==> src/rtl/ws2812_stream_tx.sv <==
// WS2812/SK6812 single-wire LED driver: valid/ready pixel stream in, MSB-first bit cells out,
// N_LEDS pixels per frame followed by a latch gap. Define WS2812_DIM_EN to add the 3-bit dim input.
module ws2812_stream_tx #(
    parameter int N_LEDS     = 40,
    parameter int COLOR_BITS = 24,
    parameter int BIT_CYC    = 125,
    parameter int T0H_CYC    = 35,
    parameter int T1H_CYC    = 90,
    parameter int RST_CYC    = 6000
) (
    input  logic                  sysclk,
    input  logic                  rst,
    input  logic                  frame_start,
    input  logic [COLOR_BITS-1:0] pix_data,
    input  logic                  pix_valid,
`ifdef WS2812_DIM_EN
    input  logic [2:0]            dim,
`endif
    output logic                  pix_ready,
    output logic                  busy,
    output logic                  frame_done,
    output logic                  underrun,
    output logic                  sdo
);

    localparam int LED_W  = $clog2(N_LEDS) + 1;
    localparam int CELL_W = $clog2(BIT_CYC) + 1;
    localparam int BITI_W = $clog2(COLOR_BITS) + 1;
    localparam int RST_W  = $clog2(RST_CYC) + 1;

    localparam logic [LED_W-1:0]  LED_N     = LED_W'(N_LEDS);
    localparam logic [CELL_W-1:0] CELL_LAST = CELL_W'(BIT_CYC - 1);
    localparam logic [CELL_W-1:0] T0H_C     = CELL_W'(T0H_CYC);
    localparam logic [CELL_W-1:0] T1H_C     = CELL_W'(T1H_CYC);
    localparam logic [BITI_W-1:0] BIT_LAST  = BITI_W'(COLOR_BITS - 1);
    localparam logic [RST_W-1:0]  LAT_LAST  = RST_W'(RST_CYC - 1);

    typedef enum logic [1:0] {S_IDLE, S_WAIT_FIRST, S_SHIFT, S_LATCH} state_t;

    state_t                state_q, state_d;
    logic [CELL_W-1:0]     cell_q, cell_d;
    logic [BITI_W-1:0]     bit_q, bit_d;
    logic [COLOR_BITS-1:0] shreg_q, shreg_d;
    logic [COLOR_BITS-1:0] hold_q, hold_d;
    logic                  hold_full_q, hold_full_d;
    logic [LED_W-1:0]      acc_q, acc_d;
    logic [LED_W-1:0]      sent_q, sent_d;
    logic [RST_W-1:0]      lat_q, lat_d;
    logic                  req_q, req_d;
    logic                  sdo_q, sdo_d;
    logic                  accept;
    logic                  cell_end;
    logic [COLOR_BITS-1:0] pix_in;

`ifdef WS2812_DIM_EN
    // Each colour component is dimmed independently as it is captured.
    genvar gi;
    generate
        for (gi = 0; gi < COLOR_BITS / 8; gi++) begin : g_dim
            assign pix_in[8*gi +: 8] = pix_data[8*gi +: 8] >> dim;
        end
    endgenerate
`else
    assign pix_in = pix_data;
`endif

    assign pix_ready = ((state_q == S_WAIT_FIRST) || (state_q == S_SHIFT))
                       && !hold_full_q && (acc_q < LED_N);
    assign accept    = pix_valid && pix_ready;
    assign cell_end  = (cell_q == CELL_LAST);
    assign busy      = (state_q != S_IDLE);
    assign sdo       = sdo_q;

    always_comb begin
        state_d     = state_q;
        cell_d      = cell_q;
        bit_d       = bit_q;
        shreg_d     = shreg_q;
        hold_d      = hold_q;
        hold_full_d = hold_full_q;
        acc_d       = accept ? acc_q + 1'b1 : acc_q;
        sent_d      = sent_q;
        lat_d       = lat_q;
        req_d       = req_q;
        underrun    = 1'b0;
        frame_done  = 1'b0;

        case (state_q)
            S_IDLE: begin
                if (frame_start) begin
                    state_d     = S_WAIT_FIRST;
                    req_d       = 1'b1;
                    acc_d       = '0;
                    sent_d      = '0;
                    hold_full_d = 1'b0;
                end
            end
            S_WAIT_FIRST: begin
                if (accept) begin
                    state_d = S_SHIFT;
                    shreg_d = pix_in;
                    sent_d  = sent_q + 1'b1;
                    cell_d  = '0;
                    bit_d   = '0;
                end
            end
            S_SHIFT: begin
                if (accept) begin
                    hold_d      = pix_in;
                    hold_full_d = 1'b1;
                end
                if (!cell_end) begin
                    cell_d = cell_q + 1'b1;
                end else begin
                    cell_d = '0;
                    if (bit_q != BIT_LAST) begin
                        bit_d   = bit_q + 1'b1;
                        shreg_d = shreg_q << 1;
                    end else if (sent_q == LED_N) begin
                        state_d = S_LATCH;
                        lat_d   = '0;
                    end else if (hold_full_q) begin
                        shreg_d     = hold_q;
                        hold_full_d = 1'b0;
                        bit_d       = '0;
                        sent_d      = sent_q + 1'b1;
                    end else if (accept) begin
                        // Pixel arriving exactly on the boundary goes straight to the shifter.
                        shreg_d     = pix_in;
                        hold_full_d = 1'b0;
                        bit_d       = '0;
                        sent_d      = sent_q + 1'b1;
                    end else begin
                        underrun = 1'b1;
                        state_d  = S_LATCH;
                        lat_d    = '0;
                    end
                end
            end
            S_LATCH: begin
                if (lat_q == LAT_LAST) begin
                    frame_done = req_q;
                    req_d      = 1'b0;
                    state_d    = S_IDLE;
                end else begin
                    lat_d = lat_q + 1'b1;
                end
            end
            default: state_d = S_LATCH;
        endcase

        sdo_d = (state_d == S_SHIFT)
                && (cell_d < (shreg_d[COLOR_BITS-1] ? T1H_C : T0H_C));
    end

    // Reset lands in LATCH so a chain interrupted mid-frame is latched cleanly.
    always_ff @(posedge sysclk) begin
        if (rst) begin
            state_q     <= S_LATCH;
            cell_q      <= '0;
            bit_q       <= '0;
            shreg_q     <= '0;
            hold_q      <= '0;
            hold_full_q <= 1'b0;
            acc_q       <= '0;
            sent_q      <= '0;
            lat_q       <= '0;
            req_q       <= 1'b0;
            sdo_q       <= 1'b0;
        end else begin
            state_q     <= state_d;
            cell_q      <= cell_d;
            bit_q       <= bit_d;
            shreg_q     <= shreg_d;
            hold_q      <= hold_d;
            hold_full_q <= hold_full_d;
            acc_q       <= acc_d;
            sent_q      <= sent_d;
            lat_q       <= lat_d;
            req_q       <= req_d;
            sdo_q       <= sdo_d;
        end
    end

endmodule

==> config.mk <==
export PLATFORM = sky130hd
export DESIGN_NAME = ws2812_stream_tx
export DESIGN_NICKNAME = d
export VERILOG_FILES = /design/src/rtl/ws2812_stream_tx.sv
export SDC_FILE = /design/constraint.sdc
export NUM_CORES = 1
export LEC_CHECK = 0
export ABC_AREA = 0
export BUFFER_PORTS_ARGS = -buffer_cell sky130_fd_sc_hd__buf_4
export CORE_ASPECT_RATIO = 2
export CORE_MARGIN = 2
export CORE_UTILIZATION = 40
export CTS_CLUSTER_DIAMETER = 200
export DETAILED_ROUTE_END_ITERATION = 10
export HOLD_SLACK_MARGIN = 0.02
export PLACE_DENSITY = 0.59
export SLEW_MARGIN = 10
export SYNTH_ARGS = -nofsm -noshare
export SYNTH_HDL_FRONTEND = slang
export SYNTH_SLANG_ARGS = --single-unit
==> constraint.sdc <==
create_clock -name sysclk -period 5.95 [get_ports sysclk]
set_clock_uncertainty 0.1 [all_clocks]
set_input_delay 1.19 -clock sysclk [delete_from_list [all_inputs] [get_ports sysclk]]
set_output_delay 1.19 -clock sysclk [all_outputs]
set_load 0.1 [all_outputs]
# Word-level counts from Yosys, hierarchy flattened
# Cells that the tools add are included.
[classes] n_addsub=5 magnitude_cmp=2 eq_ne=17 n_mux=61 reduce_logical=19
[op_table] op="$mux 24" count=5
[op_table] op="$mux 14" count=6
[op_table] op="$mux 7" count=10
[op_table] op="$pmux 24 s2" count=1
[op_table] op="$mux 6" count=5
[op_table] op="$pmux 14 s2" count=1
[op_table] op="$pmux 7 s3" count=1
[op_table] op="$mux 1" count=17
[op_table] op="$mux 2" count=8
[op_table] op="$mux 8" count=2
[op_table] op="$pmux 8 s2" count=1
[op_table] op="$add 14x1->14 const B" count=1
[op_table] op="$add 7x1->7 const B" count=2
[op_table] op="$eq 14x13->1 const B" count=1
[op_table] op="$ne 2x2->1 const B" count=6
[op_table] op="$pmux 6 s2" count=1
[op_table] op="$reduce_bool 2->1" count=5
[op_table] op="$add 8x1->8 const B" count=1
[op_table] op="$eq 8x7->1 const B" count=1
[op_table] op="$lt 8x7->1" count=1
[op_table] op="$pmux 2 s4" count=1
[op_table] op="$eq 7x6->1 const B" count=1
[op_table] op="$lt 7x6->1 const B" count=1
[op_table] op="$add 6x1->6 const B" count=1
[op_table] op="15 further kinds" count=24
[word_totals] ff_bits=95 input_bits=28 output_inout_bits=5 elab_cells=116

# Logic depth before layout (Yosys ltp)
# Gate-level depths: netlist (run 1).
[depth] depth_word=14 mapped_depth=14 depth_no_buf=13

# Worst setup path after synthesis (run 1)
# Ideal clock, no wire load.
[synth_path] kind="reg2out" start="register hold_full_q" end="output port pix_ready" arrival_time_ns=3.823 t_required_ns=4.660 slack_ns=0.837 stages_incl_launch_ff=5 n_path_buf=3 path_cell_list="dfxtp_1 -> clkbuf_1 -> clkbuf_1 -> clkbuf_1 -> nor4_1"
[synth_via] elab_chain_len=3
[synth_lines] item="start, declared" line="45" text="logic hold_full_q, hold_full_d;"
[synth_lines] item="start signal, assigned" line="176" text="hold_full_q <= hold_full_d;"
[synth_lines] item="$logic_not 1->1" line="68" text="&& !hold_full_q && (acc_q < LED_N);"
[synth_lines] item="$logic_and 1x1->1 (2 in a row)" line="68"
[synth_lines] item="end, declared" line="19" text="output logic pix_ready,"
# No other way between the ends.

# Worst setup path in the final report (run 1)
[layout_path] start="register bit_q[0]" end="output port underrun"
[layout_via] elab_chain_len=4
[layout_lines] item="start, declared" line="42" text="logic [BITI_W-1:0] bit_q, bit_d;"
[layout_lines] item="start signal, assigned" line="173" text="bit_q <= bit_d;"
[layout_lines] item="$ne 6x5->1" line="116" text="if (bit_q != BIT_LAST) begin"
[layout_lines] item="$mux 1" line="116"
[layout_lines] item="$mux 1" line="112" text="if (!cell_end) begin"
[layout_lines] item="$mux 1" line="88" text="case (state_q)"
[layout_lines] item="end, declared" line="22" text="output logic underrun,"
# No other way between the ends.

==> metrics.md, run 1 <==
| Metric | Value |
|---|---|
| Worst slew pin tran | `1.11 ns` |
| Final wirelength | `14,000 microns` |
| Maximum vdd drop | `231 uV` |
| Detailed Place HPWL | `8900 microns` |
| Crit Path Class | `reg -> out` |
| Final setup viols | `0` |
| Clock transition at path regs | `0.07 ns` |
| Post-Syn Area | `5580 sq um` |
| Sw Share | `43.8%` |
| Combinational power share | `44.7%` |
| Clock power share | `24.2%` |
| NumNets Final | `761` |
| Hold-fix buffers, CTS | `0` |
| DIE AREA | `15,000 sq um` |
| Synth warnings | `0` |
| Vias per cell | `5.81` |
| Core Box Area | `13,700 sq um` |
| Seq pwr share | `31.1%` |
| Fin util | `44.9%` |
| NetSw | `0.00117 W` |
| Share of cells above drive strength 1 | `11.9%` |
| Clock buffer depth | `2` |
| PostCTS Resize Cnt | `0` |
| DR pass1 iterations | `4` |
| Max-Cap Viols | `0` |
| Largest net degree at the start of global routing | `77` |
| Crit path capture type | `primary output` |
| First-pass GRT wire length | `23,600 microns` |
| TritonCTS Sinks | `95` |
| Seq/Total Area, Yosys | `34.1%` |
| Grt ovf | `0` |
| Hold WS | `0.350 ns` |
| TNS Setup | `0 ns` |
| Min cycle time layout | `3.98 ns` |
| GPL Wtd Cong | `0.829` |
| Post-synth EDFFs | `0` |
| Syn_area_per_cell | `7.78 sq um` |
| Max-slew headroom | `26.2%` |
| Worst Setup Start Kind | `flop` |
| Required @ worst endpoint | `4.66 ns` |
| Final Non-Filler Cells | `880` |
| Initial Util | `40.6%` |
| CP Data Arrival Time | `2.69 ns` |
| CP Max Fanout | `24` |
| Initial antenna violation count | `0` |
| Die extent in x | `87.5 microns` |
| Cell variety after synth | `75` |
| Outcome | `completed` |
| Fmax | `251 MHz` |
| Area Growth Syn to Fin | `10.7%` |
| Clk root buf | `clkbuf_16` |
| Residual DRC | `0` |
| Syn Nets | `760` |
| Cell Pwr Density | `434 nW/um^2` |
| Die Ht | `171 microns` |
| Slew Limit Fails | `0` |
| Global Route Usage Sum | `19.4%` |
| RSZ-0062 raised after global routing | `false` |
| Routed Antenna Nets | `0` |
| Fraction of the cycle the final worst path needs | `66.9%` |
| Post-Place Cells | `864` |
| Hold WC Path Type | `reg -> reg` |
| Mapped Cells | `717` |
| Synth Register Bits | `95` |
| Htree depth | `3` |
| Port Buffers | `32` |
| Fillers | `1,400` |
| Ys async rst share | `0%` |
| Prevailing post-synth register cell | `dfxtp_1` |
| Starting DRT DRC Count | `274` |
| CTS Buf Count | `9` |
| # diodes | `0` |
| CTS tree | `built` |
| I/O pin cnt | `33` |
| Lkg Pwr | `2.23 nW` |
| Vias | `5,115` |
| Final Total Pwr | `0.00268 W` |
| WL/cell | `15.9 microns` |
| Fin. Hold Viols | `0` |
| Int Pwr | `0.00151 W` |
| Vias in the first global route | `4,838` |
| Postcts setup bufs | `0` |
| Clock latency on the worst-skew pair | `0.35 ns` |
| Row cnt | `61` |
-- cell usage after synthesis, types with 13 or more instances --
master	count	area share (%)
a21oi_1	48	4.3
a22oi_1	25	3.4
dfxtp_1	95	34
ha_1	15	3.4
o21ai_0	22	2.0
a311oi_1	13	2.0
nor2_1	64	4.3
nand2_1	149	10
nand3_1	13	1.2
clkbuf_1	34	2.3
nand2b_1	31	3.5
o211ai_1	24	3.2
inv_1	19	1.3
-- cells by family (layout without fill, tap and decap cells) --
group	after synthesis	after routing	share of synthesized area [%]
buf+inv	67	73	5.18
simple gates	325	325	28.5
flops	95	95	34.1
xor+xnor	13	13	2.04
fa+ha+maj	15	15	3.37
mux	3	3	0.561
compound gates	199	199	26.3
-- final cells by class --
type | count | area (sq um) | share of cell area (%)
Clock buffer | 11 | 243 | 3.93
Clock inverter | 5 | 86.3 | 1.40
Inverter | 19 | 71.3 | 1.16
Multi-Input combinational cell | 555 | 3390 | 54.9
Sequential cell | 95 | 1900 | 30.8
Tap cell | 157 | 196 | 3.18
Timing Repair Buffer | 38 | 285 | 4.62
-- critical path, cell delays in order, from the launching register on --
cell,delay [ns]
dfxtp_1,0.38
ha_1,0.25
nand4b_2,0.29
nor4_4,0.43
and3_1,0.22
buf_4,0.30
and2_1,0.18
buf_4,0.29
-- sequential cells by signal (all words and copies together) (netlist names), 2 cells and up --
name     cells
state_q      2
hold_q      24
acc_q        7
sent_q       7
lat_q       14
shreg_q     24
cell_q       8
bit_q        6
-- per-stage QoR --
stage | setup slack [ns] | cell area [sq um]
finish | 1.97 | 6170
floorplan | 0.837 | 5580
CTS | 1.96 | 6170
detailed placement | 2.10 | 5850
global route | 1.78 | 6170
global placement | 2.21 | 5850
-- layout by cell type (no fill, tap or decap), drive strengths merged, types with 21 or more instances in the layout --
master | Yosys | routed
o211ai | 25 | 25
nand2 | 150 | 150
nor2 | 64 | 64
buf | 14 | 38
dfxtp | 95 | 95
a21oi | 49 | 49
a311oi | 23 | 23
o21ai | 27 | 27
inv | 19 | 21
nand2b | 31 | 31
a22oi | 26 | 26
-- worst paths after layout --
kind                                   end  slack, ns  cells past startpoint        from
worst max-delay path              underrun       1.97                      7    bit_q[0]
worst min-delay path            hold_q[22]       0.35                      2  hold_q[22]
worst max register to register         sdo       2.30                     13  state_q[1]
worst min register to register  hold_q[22]       0.35                      2  hold_q[22]
-- per-layer routing --
metal	part of all wire, %	routed length, microns	up-vias	global-route usage (%)
met1	48	6710	2424	27.2
met4	1.7	238	0	6.62
li1	-	-	2573	-
met2	46	6500	101	30.3
met3	3.9	550	17	2.70
met5	0	0	-	0
-- power groups by stage --
stage,Combinational [W],Clock (W),Sequential [W]
after global placement,0.00118,0,0.000845
after CTS,0.00120,0.000660,0.000832
after detailed placement,0.00120,0,0.000846
after floorplan,0.000949,0,0.000844
after global routing,0.00133,0.000690,0.000849
final,0.00120,0.000649,0.000834
Power figures use the tool's default switching activity.
==> run 2, diff against run 1 <==
--- a/config.mk
+++ b/config.mk
@@ -5,7 +5,7 @@
 export SDC_FILE = /design/constraint.sdc
 export NUM_CORES = 1
 export LEC_CHECK = 0
-export ABC_AREA = 0
+export ABC_AREA = 1
 export BUFFER_PORTS_ARGS = -buffer_cell sky130_fd_sc_hd__buf_4
 export CORE_ASPECT_RATIO = 2
 export CORE_MARGIN = 2
@@ -13,7 +13,7 @@
 export CTS_CLUSTER_DIAMETER = 200
 export DETAILED_ROUTE_END_ITERATION = 10
 export HOLD_SLACK_MARGIN = 0.02
-export PLACE_DENSITY = 0.59
+export PLACE_DENSITY = 0.61
 export SLEW_MARGIN = 10
 export SYNTH_ARGS = -nofsm -noshare
 export SYNTH_HDL_FRONTEND = slang
==> constraint.sdc (replaced) <==
create_clock -name sysclk -period 3.37 [get_ports sysclk]
set_clock_uncertainty 0.1 [all_clocks]
set_input_delay 0.674 -clock sysclk [delete_from_list [all_inputs] [get_ports sysclk]]
set_output_delay 0.674 -clock sysclk [all_outputs]
set_load 0.1 [all_outputs]
==> metrics.md, run 2 <==
| Metric | Value |
|---|---|
| Synth warnings | `0 (unchanged)` |
| Slew Limit Fails | `0 (unchanged)` |
| Mapped Cells | `850 (+19%)` |
| Area of the multi-input gates | `3220 sq um (-5.1%)` |
| # diodes | `0 (unchanged)` |
| Ys async rst share | `0% (unchanged)` |
| Final WS setup | `0.415 ns (-1.56 ns)` |
| Synth Register Bits | `95 (unchanged)` |
| Maximum vdd drop | `379 uV (+64%)` |
| CP Data Arrival Time | `2.18 ns (-0.51 ns)` |
| Crit path capture type | `primary output` |
| Vias | `5,577 (+9.0%)` |
| Fmax | `338 MHz` |
| Global Route Usage Sum | `21.4% (+2.0 points)` |
| Outcome | `completed` |
| Initial Util | `41.0% (+0.37 points)` |
| Clk root buf | `clkbuf_16` |
| Cell variety after synth | `54 (-28%)` |
| CTS tree | `built` |
| Count leader, synth | `nand2_1` |
| Pre-CTS setup slack | `0.542 ns (-1.56 ns)` |
| Port Buffers | `32 (unchanged)` |
| Syn_area_per_cell | `6.69 sq um (-14%)` |
| Grt ovf | `0 (unchanged)` |
| Finished Cell Area | `6350 sq um (+2.8%)` |
| Commonest non-fill, non-tap cell in the layout | `nand2_1` |
| Core Box Area | `13,900 sq um (+1.1%)` |
| Starting DRT DRC Count | `322 (+18%)` |
| Prevailing post-synth register cell | `dfxtp_1` |
| CP Max Fanout | `11 (-54%)` |
| Htree depth | `3 (unchanged)` |
| Detailed Place HPWL | `11,200 microns (+26%)` |
| NumNets Final | `908 (+19%)` |
| Final wirelength | `15,600 microns (+12%)` |
| Hold WC Path Type | `reg -> reg` |
| Syn Nets | `893 (+18%)` |
| Hold WS | `0.357 ns (+0.00746 ns)` |
| Hold-fix buffers, CTS | `0 (unchanged)` |
| Share of cells above drive strength 1 | `12.3% (+0.42 points)` |
| Required @ worst endpoint | `2.60 ns (-2.06 ns)` |
| Clock transition at path regs | `0.07 ns (about the same)` |
| Clock buffer depth | `2 (unchanged)` |
| Yosys top cell area share | `33.4% (-0.68 points)` |
| Die Ht | `173 microns (+0.99%)` |
| Residual DRC | `0 (unchanged)` |
| Area Growth Syn to Fin | `11.6%` |
| First-pass GRT wire length | `26,100 microns (+11%)` |
| Post-synth EDFFs | `0 (unchanged)` |
| Cell Pwr Density | `683 nW/um^2 (+57%)` |
| Largest net degree at the start of global routing | `54 (-30%)` |
| Initial antenna violation count | `0 (unchanged)` |
| Min cycle time layout | `2.95 ns` |
| CTS Buf Count | `9 (unchanged)` |
| PostCTS Resize Cnt | `0 (unchanged)` |
| Synth area leaders | `dfxtp_1 33%, nand2_1 11%, a21oi_1 8.4%` |
| WL/cell | `14.8 microns (-7.1%)` |
| Post-Syn Area | `5690 sq um (+2.0%)` |
| Fraction of the cycle the final worst path needs | `87.7%` |
| GPL Wtd Cong | `0.849 (+2.4%)` |
| Max-Cap Viols | `0 (unchanged)` |
| DP Area | `6050 sq um (+3.6%)` |
| Final setup viols | `0 (unchanged)` |
| DIE AREA | `15,300 sq um (+2.0%)` |
| Post-synth top cells | `174 x nand2_1, 95 x a21oi_1, 95 x dfxtp_1, 82 x inv_1, 78 x nor2_1` |
| Fin. Hold Viols | `0 (unchanged)` |
| Lkg Pwr | `2.51 nW (+12%)` |
| Vias in the first global route | `5,557 (+15%)` |
| Dominant cell type by area after synthesis | `dfxtp_1` |
| Worst Setup Start Kind | `flop` |
| Vias per cell | `5.27 (-9.3%)` |
| TNS Setup | `0 ns (unchanged)` |
| Max-slew headroom | `57.0% (+31 points)` |
| Crit Path Class | `reg -> out` |
| Fillers | `1,506 (+7.6%)` |
| Register Area | `1900 sq um (about the same)` |
| Worst slew pin tran | `0.645 ns (-0.463 ns)` |
| Die extent in x | `88.3 microns (+0.97%)` |
| I/O pin cnt | `33 (unchanged)` |
| Row cnt | `61 (unchanged)` |
| DR pass1 iterations | `4 (unchanged)` |
| TritonCTS Sinks | `95 (unchanged)` |
| Seq/Total Area, Yosys | `33.4% (-0.68 points)` |
| Routed Antenna Nets | `0 (unchanged)` |
| Largest registers | `hold_q (24), shreg_q (24), lat_q (14)` |
| Clock latency on the worst-skew pair | `0.35 ns (about the same)` |
| Postcts setup bufs | `0 (unchanged)` |
| Commonest cells after routing, fill and taps aside | `174 x nand2_1, 95 x a21oi_1, 95 x dfxtp_1, 82 x inv_1, 77 x nor2_1` |
| RSZ-0062 raised after global routing | `false` |
## run 2: through the flow
| stage | std cells | power, W | util (%) |
|---|---|---|---|
| 4_1_cts | 1058 | 0.00436 | 45.7 |
| 3_3_place_gp | 1043 | 0.00329 | 43.6 |
| 6_report | 1058 | 0.00434 | 45.7 |
| 3_5_place_dp | 1043 | 0.00330 | 43.6 |
| 2_1_floorplan | 850 | 0.00288 | - |
| 5_1_grt | 1058 | 0.00465 | 45.7 |
## run 2: critical path, stage by stage (launching register included)
cell,delay (ns)
dfxtp_1,0.37
inv_1,0.09
ha_1,0.41
nand2_2,0.13
nor2_4,0.04
nand3_4,0.12
nand2_2,0.12
nor3_2,0.22
buf_4,0.32
## run 2: kinds of logic (layout without fill, tap and decap cells)
kind of cell	Yosys count	after routing	share of synthesized area [%]
compound gates	240	240	23.9
buf+inv	136	155	10.2
fa+ha+maj	15	15	3.30
xor+xnor	6	6	0.923
simple gates	358	358	28.3
flops	95	95	33.4
## run 2: area by class of cell
cell class              count  area share, %
clock inverters             6           1.10
clock buffers               9           3.55
repair buffers             45           5.32
multi-input cells         619           50.7
well taps                 189           3.72
inverters                  95           5.69
flip-flops and latches     95           30.0
## run 2: metal layers
layer | vias to the layer above | share of wire [%] | GRT usage, %
met5 | - | 0 | 0
met2 | 109 | 53 | 38.6
met1 | 2560 | 40 | 24.1
met4 | 0 | 3.9 | 10.6
met3 | 43 | 3.4 | 2.15
li1 | 2865 | - | -
## run 2: where the power goes
part           leakage, nW  total [W]  internal, W  switching (W)
clock                0.135    0.00106     0.000577       0.000480
combinational         1.60    0.00191     0.000596        0.00132
sequential           0.771    0.00137      0.00128      0.0000928
total                 2.51    0.00434      0.00245        0.00189
## run 2: final timing paths
check | from | endpoint | slack (ns) | cells after the start
setup / recovery | state_q[0] | underrun | 0.42 | 8
hold / removal | hold_q[21] | hold_q[21] | 0.36 | 2
setup reg to reg | state_q[1] | sdo | 0.53 | 19
hold reg to reg | hold_q[21] | hold_q[21] | 0.36 | 2
